## config.mk

```make
export PLATFORM = sky130hd
export DESIGN_NAME = fir_mac_sequencer_flat
export DESIGN_NICKNAME = d
export VERILOG_FILES = /design/src/rtl/fir_mac_sequencer_if.sv /design/src/rtl/fir_mac_sequencer.sv /design/src/flat_wrapper.sv
export SDC_FILE = /design/constraint.sdc
export NUM_CORES = 1
export LEC_CHECK = 0
export ABC_AREA = 1
export CORE_ASPECT_RATIO = 0.7
export CORE_UTILIZATION = 35
export CTS_CLUSTER_SIZE = 10
export DETAILED_ROUTE_END_ITERATION = 8
export PLACE_DENSITY = 0.55
export SLEW_MARGIN = 25
export SYNTH_ARGS = -nofsm -noshare
export SYNTH_HDL_FRONTEND = slang
export SYNTH_SLANG_ARGS = --single-unit
```

## constraint.sdc

```tcl
create_clock -name clk_clk -period 6.79 [get_ports clk_clk]
set_input_delay 0.679 -clock clk_clk [delete_from_list [all_inputs] [get_ports clk_clk]]
set_output_delay 0.679 -clock clk_clk [all_outputs]
set_load 0.02 [all_outputs]
```

## src/rtl/fir_mac_sequencer_if.sv

```systemverilog
// Sample-in / result-out stream bundle for the FIR MAC sequencer.
// The slave modport is the sequencer's view; the master modport is the view of
// the sample source and the downstream consumer.
interface fir_mac_sequencer_if #(
  parameter int unsigned L     = 10,
  parameter int unsigned ACC_W = 25
);
  logic             in_valid;
  logic             in_ready;
  logic [L-1:0]     in_sample;
  logic             out_valid;
  logic             out_ready;
  logic [ACC_W-1:0] out_data;

  modport master (
    output in_valid,
    output in_sample,
    output out_ready,
    input  in_ready,
    input  out_valid,
    input  out_data
  );

  modport slave (
    input  in_valid,
    input  in_sample,
    input  out_ready,
    output in_ready,
    output out_valid,
    output out_data
  );
endinterface

```

## src/rtl/fir_mac_sequencer.sv

```systemverilog
// Time-multiplexed FIR controller: accepts a sample, strobes it into the
// external delay line, walks all taps through one signed MAC against the
// coefficient ROM, then offers the sum on a valid/ready output.
module fir_mac_sequencer #(
  parameter int unsigned N     = 20,
  parameter int unsigned L     = 10,
  parameter int unsigned C     = 10,
  parameter int unsigned AW    = 5,
  parameter int unsigned ACC_W = L + C + AW
) (
  input  logic                  clk_clk,
  input  logic                  reset_n,
  fir_mac_sequencer_if.slave    stream,
  output logic                  shift_en,
  output logic [L-1:0]          shift_data,
  output logic [AW-1:0]         tap_sel,
  input  logic [L-1:0]          tap_data,
  output logic [AW-1:0]         coef_addr,
  input  logic [C-1:0]          coef_data,
  output logic                  busy
);

  localparam int unsigned PW = L + C;
  localparam logic [AW-1:0] LastTap = AW'(N - 1);

  typedef enum logic [1:0] {StIdle, StShift, StMac, StOut} state_e;

  state_e           state_q, state_d;
  logic             in_ready_q, in_ready_d;
  logic             shift_en_q, shift_en_d;
  logic [L-1:0]     shift_data_q, shift_data_d;
  logic [AW-1:0]    tap_sel_q, tap_sel_d;
  logic             out_valid_q, out_valid_d;
  logic [ACC_W-1:0] out_data_q, out_data_d;
  logic [ACC_W-1:0] acc_q, acc_d;
  logic             busy_q, busy_d;

  logic signed [PW-1:0] tap_ext;
  logic signed [PW-1:0] coef_ext;
  logic signed [PW-1:0] prod;
  logic [ACC_W-1:0]     prod_ext;
  logic [ACC_W-1:0]     acc_sum;

  // Signed L x C product kept at full L+C precision, then sign-extended into the accumulator.
  always_comb begin
    tap_ext  = {{C{tap_data[L-1]}}, tap_data};
    coef_ext = {{L{coef_data[C-1]}}, coef_data};
    prod     = tap_ext * coef_ext;
    prod_ext = {{(ACC_W - PW){prod[PW-1]}}, prod};
    acc_sum  = acc_q + prod_ext;
  end

  // Next-state and registered-output decode for the sequencer FSM.
  always_comb begin
    state_d      = state_q;
    in_ready_d   = in_ready_q;
    shift_en_d   = shift_en_q;
    shift_data_d = shift_data_q;
    tap_sel_d    = tap_sel_q;
    out_valid_d  = out_valid_q;
    out_data_d   = out_data_q;
    acc_d        = acc_q;
    busy_d       = busy_q;
    unique case (state_q)
      StIdle: begin
        if (stream.in_valid) begin
          state_d      = StShift;
          shift_data_d = stream.in_sample;
          shift_en_d   = 1'b1;
          in_ready_d   = 1'b0;
          busy_d       = 1'b1;
        end
      end
      StShift: begin
        // tap_sel keeps its old value this cycle; k=0 takes effect in the first MAC cycle.
        state_d    = StMac;
        shift_en_d = 1'b0;
        acc_d      = '0;
        tap_sel_d  = '0;
      end
      StMac: begin
        acc_d = acc_sum;
        if (tap_sel_q == LastTap) begin
          state_d     = StOut;
          out_valid_d = 1'b1;
          out_data_d  = acc_sum;
        end else begin
          tap_sel_d = tap_sel_q + 1'b1;
        end
      end
      StOut: begin
        if (stream.out_ready) begin
          state_d     = StIdle;
          out_valid_d = 1'b0;
          in_ready_d  = 1'b1;
          busy_d      = 1'b0;
        end
      end
      default: state_d = StIdle;
    endcase
  end

  // State and output registers with synchronous active-low reset.
  always_ff @(posedge clk_clk) begin
    if (!reset_n) begin
      state_q      <= StIdle;
      in_ready_q   <= 1'b1;
      shift_en_q   <= 1'b0;
      shift_data_q <= '0;
      tap_sel_q    <= '0;
      out_valid_q  <= 1'b0;
      out_data_q   <= '0;
      acc_q        <= '0;
      busy_q       <= 1'b0;
    end else begin
      state_q      <= state_d;
      in_ready_q   <= in_ready_d;
      shift_en_q   <= shift_en_d;
      shift_data_q <= shift_data_d;
      tap_sel_q    <= tap_sel_d;
      out_valid_q  <= out_valid_d;
      out_data_q   <= out_data_d;
      acc_q        <= acc_d;
      busy_q       <= busy_d;
    end
  end

  assign stream.in_ready  = in_ready_q;
  assign stream.out_valid = out_valid_q;
  assign stream.out_data  = out_data_q;
  assign shift_en         = shift_en_q;
  assign shift_data       = shift_data_q;
  assign tap_sel          = tap_sel_q;
  assign coef_addr        = tap_sel_q;
  assign busy             = busy_q;

endmodule

```

## src/flat_wrapper.sv

```systemverilog
// flat-port wrapper written by rule: the top's interface ports become plain ports
module fir_mac_sequencer_flat 
#(
  parameter int unsigned N     = 20,
  parameter int unsigned L     = 10,
  parameter int unsigned C     = 10,
  parameter int unsigned AW    = 5,
  parameter int unsigned ACC_W = L + C + AW
)
  (clk_clk, reset_n, shift_en, shift_data, tap_sel, tap_data, coef_addr, coef_data, busy, stream_in_valid, stream_in_sample, stream_out_ready, stream_in_ready, stream_out_valid, stream_out_data);
  fir_mac_sequencer_if #(.L(L), .ACC_W(ACC_W)) stream_i ();
  input  logic clk_clk;
  input  logic reset_n;
  output logic shift_en;
  output logic [L-1:0] shift_data;
  output logic [AW-1:0] tap_sel;
  input  logic [L-1:0] tap_data;
  output logic [AW-1:0] coef_addr;
  input  logic [C-1:0] coef_data;
  output logic busy;
  input wire logic [$bits(stream_i.in_valid)-1:0] stream_in_valid;
  input wire logic [$bits(stream_i.in_sample)-1:0] stream_in_sample;
  input wire logic [$bits(stream_i.out_ready)-1:0] stream_out_ready;
  output wire logic [$bits(stream_i.in_ready)-1:0] stream_in_ready;
  output wire logic [$bits(stream_i.out_valid)-1:0] stream_out_valid;
  output wire logic [$bits(stream_i.out_data)-1:0] stream_out_data;
  assign stream_i.in_valid = stream_in_valid;
  assign stream_i.in_sample = stream_in_sample;
  assign stream_i.out_ready = stream_out_ready;
  assign stream_in_ready = stream_i.in_ready;
  assign stream_out_valid = stream_i.out_valid;
  assign stream_out_data = stream_i.out_data;
  fir_mac_sequencer #(.N(N), .L(L), .C(C), .AW(AW), .ACC_W(ACC_W)) u_core (.clk_clk(clk_clk), .reset_n(reset_n), .stream(stream_i), .shift_en(shift_en), .shift_data(shift_data), .tap_sel(tap_sel), .tap_data(tap_data), .coef_addr(coef_addr), .coef_data(coef_data), .busy(busy));
endmodule
```

==> PnR_summary.wiki, run 1 <==
{| class="wikitable"
! Metric !! Value
|-
| Result of the run || finished, final reports clean
|-
| Clock latency reported for the late side of the worst-skew pair || 0.33 ns
|-
| Hold wc startpoint || u_core.busy
|-
| Total count of hold-check failures in the final report || 0
|-
| Number of nets in the finished design || 1577
|-
| CP Launch Point || coef_data[9]
|-
| Mapped Nets || 1401
|-
| Effective utilization at floorplan || 0.358
|-
| Number of buffers inserted by hold repair at cts || 0
|-
| Sum of overflow across all layers after global routing || 0
|-
| Register clock-pin slew on the reported worst setup and hold paths || 0.06 ns
|-
| Capture point of the worst reg-to-reg path || u_core.stream.out_data[12]
|-
| Final routed DRC violation total || 0
|-
| Commonest non-fill, non-tap cell in the layout || sky130_fd_sc_hd__inv_1
|-
| Proportion of synthesized area in mux cells || 0
|-
| Fraction of layout instances using a drive strength above 1 || 0.195
|-
| IO Port Bufs || 82
|-
| Xor/xnor share of the synthesized area || 0.0330
|-
| Floorplan Core Area || 23700 um^2
|-
| Setup repair after global routing missed its margin || yes
|-
| FF-to-FF setup slack || 4.24 ns
|-
| Worst slew slack as a fraction of its limit || 0.388
|-
| First-pass GRT wire length || 37.3 mm
|-
| Final Hold Slack || 0.446 ns
|-
| Total GRT Usage || 0.183
|-
| Reg2reg start || u_core.acc_q[0]
|-
| Peak fanout along the critical path || 4
|-
| Count of synthesis-stage warnings from yosys || 0
|-
| Die X-Extent || 188 um
|-
| Adder-Cell Fraction of Synth Area || 0.334
|-
| Measured slew at the worst slew-check pin || 0.917 ns
|-
| HP Class || flip-flop to flip-flop
|-
| Proportion of synthesized chip area in sequential cells || 0.168
|-
| Post-DP HPWL || 18.2 mm
|-
| Count of pins over their slew limit || 0
|-
| Fill cell count || 2379
|-
| CTS sink count || 71
|-
| Kind of start point of the critical path || input port
|-
| Deepest clock path buffer count || 2
|-
| Setup violations, final || 0
|-
| Worst-case setup margin in the final layout || 0.196 ns
|-
| Area of the die || 24900 um^2
|-
| Cell with the biggest individual delay on the critical path || sky130_fd_sc_hd__fa_1
|-
| Number of non-filler instances in the completed layout || 1695
|-
| Peak Freq || 152 MHz
|-
| Syn Area/Cell || 7.09 um^2
|-
| Combinational family with the most area after synthesis || adder cells
|-
| Antenna violations before repair || 0
|-
| Async set-or-reset flop fraction in the synthesized netlist || 0
|-
| Final min period || 6.59 ns
|-
| Final-layout setup total negative slack || 0 ns
|-
| Maximum Capacitance Violations || 0
|-
| Pre-CTS setup slack || -0.528 ns
|-
| Startpoint-to-endpoint class of the critical path || input port to flip-flop
|-
| Complex-gate fraction of the synthesized area || 0.115
|-
| Critical Path AT || 6.82 ns
|-
| Top library cells by usage in the layout, fill and taps aside || sky130_fd_sc_hd__inv_1, sky130_fd_sc_hd__nand2_1, sky130_fd_sc_hd__buf_4
|-
| Avg Vias per Cell || 4.61
|-
| Worst setup EP type || flip-flop
|-
| Clock skew after layout || 0.00732 ns
|-
| First-pass DRT Iterations || 5
|-
| Synthesized cell area || 8480 um^2
|-
| Share of the cycle needed by the critical path after routing || 0.971
|-
| Number of cells traversed by the worst hold path || 2
|-
| Root buffer selected by CTS || sky130_fd_sc_hd__clkbuf_16
|-
| Number of top-level pins || 83
|-
| Overall routed net length || 22.7 mm
|-
| Critical path required time || 7.02 ns
|-
| Number of core rows || 47
|-
| Area growth from synthesis to final layout || 34.3%
|-
| Post-Synthesis Cells || 1196
|-
| Number of synthesized flops with an enable pin || 0
|-
| Top cell by count, worst path || sky130_fd_sc_hd__nand2_1
|-
| Antenna violation net count after detailed routing || 0
|-
| Number of distinct library cells after synthesis || 38
|-
| Worst hold endpoint || u_core.busy
|-
| Worst path buffer plus inverter count || 6
|-
| Routed wire length per instance || 13.4 um
|-
| Critical Path Max Stage Delay || 0.54 ns
|-
| TritonCTS clock tree || built
|-
| Via total after detailed routing || 7815
|-
| Number of global-route vias before repair || 7547
|-
| Routability Congestion || 0.918
|-
| H-Tree Depth || 3
|-
| Cell count of the worst reg-to-reg path || 15
|-
| Post-synthesis share of cell area spent on and, or, nand and nor gates || 0.210
|-
| CTS buffer count || 9
|-
| Dominant delay contributor by cell family on the critical path || adder cells
|-
| Number of instances in the placed design || 1667
|-
| Flops & latches, synth || 71
|-
| Pin count of the biggest net entering global routing || 42
|-
| Violation count after the first detailed-route iteration || 446
|-
| Antenna Diode Count || 0
|-
| Most frequently used flop master after synthesis || sky130_fd_sc_hd__dfxtp_1
|-
| Vertical die dimension || 132 um
|}
worst reg2reg max path: stages (launching register included):
cell,delay [ns]
sky130_fd_sc_hd__dfxtp_1,0.33
sky130_fd_sc_hd__ha_1,0.30
sky130_fd_sc_hd__inv_1,0.09
sky130_fd_sc_hd__fa_1,0.41
sky130_fd_sc_hd__inv_1,0.17
sky130_fd_sc_hd__nand3_1,0.09
sky130_fd_sc_hd__nand2_1,0.12
sky130_fd_sc_hd__nand2_1,0.07
sky130_fd_sc_hd__nand2_2,0.16
sky130_fd_sc_hd__a21oi_2,0.12
sky130_fd_sc_hd__o21ai_0,0.19
sky130_fd_sc_hd__nand2_1,0.09
sky130_fd_sc_hd__nand2_1,0.10
sky130_fd_sc_hd__nand2_1,0.06
sky130_fd_sc_hd__o211ai_1,0.09
sky130_fd_sc_hd__inv_1,0.05
sequential cells by signal, indices dropped and copies added, names as in the netlist:
name	flops
u_core.coef_addr	5
u_core.stream.out_valid	1
u_core.state_q	2
u_core.busy	1
u_core.shift_data	10
u_core.stream.in_ready	1
u_core.stream.out_data	25
u_core.acc_q	25
u_core.shift_en	1
what timing repair did:
action / 4_1_cts / 5_1_grt
pin swaps: 2 / 53
endpoints found under the hold margin: 0 / 0
resized for setup: 19 / 134
setup buffers: 0 / 10
gates cloned: 0 / 2
endpoints found under the setup margin: 15 / 29
synth_stat cells, types with 2 or more instances:
cell type                    n  area share
sky130_fd_sc_hd__nand2_1   281        0.12
sky130_fd_sc_hd__inv_1     267        0.12
sky130_fd_sc_hd__fa_1       92        0.22
sky130_fd_sc_hd__ha_1       79        0.12
sky130_fd_sc_hd__nor2_1     76       0.034
sky130_fd_sc_hd__a21oi_1    74       0.044
sky130_fd_sc_hd__dfxtp_1    71        0.17
sky130_fd_sc_hd__o21ai_0    51       0.030
sky130_fd_sc_hd__nand3_1    42       0.025
sky130_fd_sc_hd__clkbuf_1   35       0.015
sky130_fd_sc_hd__xnor2_1    17       0.018
sky130_fd_sc_hd__xor2_1     15       0.015
sky130_fd_sc_hd__o21bai_1   13       0.012
sky130_fd_sc_hd__nand2_2     8      0.0059
sky130_fd_sc_hd__nand4_1     8      0.0059
sky130_fd_sc_hd__o21ai_1     8      0.0047
sky130_fd_sc_hd__a21o_1      7      0.0062
sky130_fd_sc_hd__a21oi_2     6      0.0062
sky130_fd_sc_hd__nor3_1      6      0.0035
sky130_fd_sc_hd__buf_4       5      0.0044
sky130_fd_sc_hd__o211ai_1    5      0.0044
sky130_fd_sc_hd__or2_2       5      0.0037
sky130_fd_sc_hd__inv_2       4      0.0018
sky130_fd_sc_hd__nor2_2      3      0.0022
sky130_fd_sc_hd__or2_1       3      0.0022
sky130_fd_sc_hd__a211o_1     2      0.0021
sky130_fd_sc_hd__a211oi_1    2      0.0018
per-stage QoR:
step	area, um^2	util
global placement	10400	0.438
floorplan	8480	-
finish	11400	0.481
global route	11400	0.481
detailed placement	10400	0.438
CTS	10800	0.454
kinds of logic after synthesis:
kind of cell,count (synthesis)
compound gates,173
xor+xnor,32
fa+ha+maj,171
buf+inv,313
flops,71
simple gates,436
cell type report:
cell class / instances / area (um^2) / area share
clock buffers: 9 / 225 / 0.0198
clock inverters: 7 / 95.1 / 0.00835
inverters: 271 / 1020 / 0.0895
multi-input cells: 812 / 6430 / 0.564
flip-flops and latches: 71 / 1420 / 0.125
well taps: 318 / 398 / 0.0349
repair buffers: 207 / 1800 / 0.158
layer usage:
metal / vias to the layer above / track usage / part of all wire
met5: - / 0 / 0
met4: 0 / 0.0194 / 0.0026
met3: 6 / 0.0261 / 0.048
met2: 141 / 0.258 / 0.40
met1: 3684 / 0.298 / 0.55
li1: 3984 / - / -
how the worst max path moves through the flow:
stage,depth (start not counted),end,slack (ns)
after floorplan,30,u_core.stream.out_data[22],0.41
after global placement,32,u_core.acc_q[24],-0.47
after detailed placement,33,u_core.acc_q[24],-0.53
after CTS,33,u_core.acc_q[19],0.001
after global routing,31,u_core.stream.out_data[22],-0.06
final,31,u_core.stream.out_data[22],0.20
Power of run 1 is not shown: default switching activity piles up to over one toggle a cycle in this logic, so the estimate is an artifact.
==> run 2: changes to the inputs <==
--- a/config.mk
+++ b/config.mk
@@ -11,6 +11,7 @@
 export CTS_CLUSTER_SIZE = 10
 export DETAILED_ROUTE_END_ITERATION = 8
 export PLACE_DENSITY = 0.55
+export SKIP_CTS_REPAIR_TIMING = 1
 export SLEW_MARGIN = 25
 export SYNTH_ARGS = -nofsm -noshare
 export SYNTH_HDL_FRONTEND = slang
==> PnR_summary.wiki, run 2 (synthesis results as in run 1) <==
{| class="wikitable"
! Metric !! Value
|-
| Root buffer selected by CTS || sky130_fd_sc_hd__clkbuf_16 (unchanged)
|-
| Setup violations, final || 0 (unchanged)
|-
| Multi-input combinational cell area || 6350 um^2 (was 6430 um^2)
|-
| Fraction of layout instances using a drive strength above 1 || 0.189 (was 0.195)
|-
| Cell with the biggest individual delay on the critical path || sky130_fd_sc_hd__fa_1 (unchanged)
|-
| Top library cells by usage in the layout, fill and taps aside || sky130_fd_sc_hd__inv_1, sky130_fd_sc_hd__nand2_1, sky130_fd_sc_hd__buf_4 (unchanged)
|-
| Routability Congestion || 0.918 (unchanged)
|-
| Critical Path Max Stage Delay || 0.58 ns (was 0.54 ns)
|-
| Vertical die dimension || 132 um (unchanged)
|-
| Area of the die || 24900 um^2 (unchanged)
|-
| Count of pins over their slew limit || 0 (unchanged)
|-
| CTS buffer count || 9 (unchanged)
|-
| Critical path required time || 7.05 ns (was 7.02 ns)
|-
| Number of top-level pins || 83 (unchanged)
|-
| IO Port Bufs || 82 (unchanged)
|-
| Register area || 1420 um^2 (unchanged)
|-
| Floorplan Core Area || 23700 um^2 (unchanged)
|-
| Result of the run || finished, final reports clean (unchanged)
|-
| First-pass GRT wire length || 37.2 mm (was 37.3 mm)
|-
| Peak fanout along the critical path || 10 (was 4)
|-
| Worst slew slack as a fraction of its limit || 0.406 (was 0.388)
|-
| Post-Layout Inst Area || 11300 um^2 (was 11400 um^2)
|-
| HP Class || flip-flop to flip-flop (unchanged)
|-
| Number of core rows || 47 (unchanged)
|-
| Overall routed net length || 22.6 mm (was 22.7 mm)
|-
| TritonCTS clock tree || built (unchanged)
|-
| Routed wire length per instance || 13.4 um (about the same)
|-
| Sum of overflow across all layers after global routing || 0 (unchanged)
|-
| Setup repair after global routing missed its margin || yes (unchanged)
|-
| Share of the cycle needed by the critical path after routing || 0.968 (was 0.971)
|-
| CTS sink count || 71 (unchanged)
|-
| Antenna violation net count after detailed routing || 0 (unchanged)
|-
| Number of global-route vias before repair || 7511 (was 7547)
|-
| Antenna violations before repair || 0 (unchanged)
|-
| Number of non-filler instances in the completed layout || 1695 (unchanged)
|-
| Kind of start point of the critical path || input port (unchanged)
|-
| Area growth from synthesis to final layout || 33.5% (was 34.3%)
|-
| Total count of hold-check failures in the final report || 0 (unchanged)
|-
| Total GRT Usage || 0.183 (about the same)
|-
| Final min period || 6.57 ns (was 6.59 ns)
|-
| Startpoint-to-endpoint class of the critical path || input port to flip-flop (unchanged)
|-
| Die X-Extent || 188 um (unchanged)
|-
| Register clock-pin slew on the reported worst setup and hold paths || 0.06 ns (about the same)
|-
| Worst setup EP type || flip-flop (unchanged)
|-
| Peak Freq || 152 MHz (about the same)
|-
| Avg Vias per Cell || 4.58 (was 4.61)
|-
| Cell area after placement || 10400 um^2 (unchanged)
|-
| Post-DP HPWL || 18.2 mm (unchanged)
|-
| Fill cell count || 2403 (was 2379)
|-
| Violation count after the first detailed-route iteration || 553 (was 446)
|-
| Pin count of the biggest net entering global routing || 42 (unchanged)
|-
| Effective utilization at floorplan || 0.358 (unchanged)
|-
| Number of instances in the placed design || 1667 (unchanged)
|-
| Final routed DRC violation total || 0 (unchanged)
|-
| First-pass DRT Iterations || 5 (unchanged)
|-
| Critical Path AT || 6.83 ns (was 6.82 ns)
|-
| Clock latency reported for the late side of the worst-skew pair || 0.33 ns (about the same)
|-
| Commonest non-fill, non-tap cell in the layout || sky130_fd_sc_hd__inv_1 (unchanged)
|-
| Clock skew after layout || 0.00767 ns (was 0.00732 ns)
|-
| Antenna Diode Count || 0 (unchanged)
|-
| Number of nets in the finished design || 1577 (unchanged)
|-
| H-Tree Depth || 3 (unchanged)
|-
| Measured slew at the worst slew-check pin || 0.890 ns (was 0.917 ns)
|-
| Maximum Capacitance Violations || 0 (unchanged)
|-
| Via total after detailed routing || 7758 (was 7815)
|-
| Deepest clock path buffer count || 2 (unchanged)
|}
## run 2: cell types whose count changed in the layout (fill, tap and decap cells not counted), sizes merged
cell and change:
dlygate4sd2 -4, dlymetal6s2s +5, clkdlybuf4s50 -1
## run 2: per-layer routing
metal  vias to the layer above  global-route usage  routed length [um]
met2                       134               0.258                9020
met3                         7              0.0253                 939
met4                         0              0.0172                  78
li1                       3992                   -                   -
met1                      3625               0.298               12600
met5                         -                   0                   0
## run 2: final timing paths
path,from,endpoint,cells after the start,slack (ns)
worst max register to register,u_core.acc_q[0],u_core.stream.out_data[12],15,4.24
worst max-delay path,coef_data[9],u_core.acc_q[22],29,0.22
worst min register to register,u_core.busy,u_core.busy,2,0.45
worst min-delay path,u_core.busy,u_core.busy,2,0.45
## run 2: critical path, delay by kind of cell
| kind | cells | cell delay, ns |
|---|---|---|
| fa+ha+maj | 7 | 3.23 |
| simple gates | 12 | 1.52 |
| buf+inv | 6 | 0.85 |
| compound gates | 3 | 0.44 |
| xor+xnor | 1 | 0.10 |
## run 2: area by class of cell
cell class	count	share of cell area
Clock buffer	9	0.0199
Clock inverter	7	0.00840
Inverter	271	0.0900
Multi-Input combinational cell	812	0.560
Sequential cell	71	0.125
Tap cell	318	0.0351
Timing Repair Buffer	207	0.161
## run 2: per-stage QoR
step                worst slack, ns   util  hold WS (ns)  setup TNS [ns]
finish                        0.219  0.478         0.446               0
detailed placement           -0.528  0.438         0.441           -8.30
floorplan                     0.408      -         0.448               0
CTS                          -0.197  0.451         0.448           -1.59
global route                -0.0625  0.478         0.485          -0.201
global placement             -0.466  0.438         0.437           -7.53
Power of run 2 is left out for the same reason.
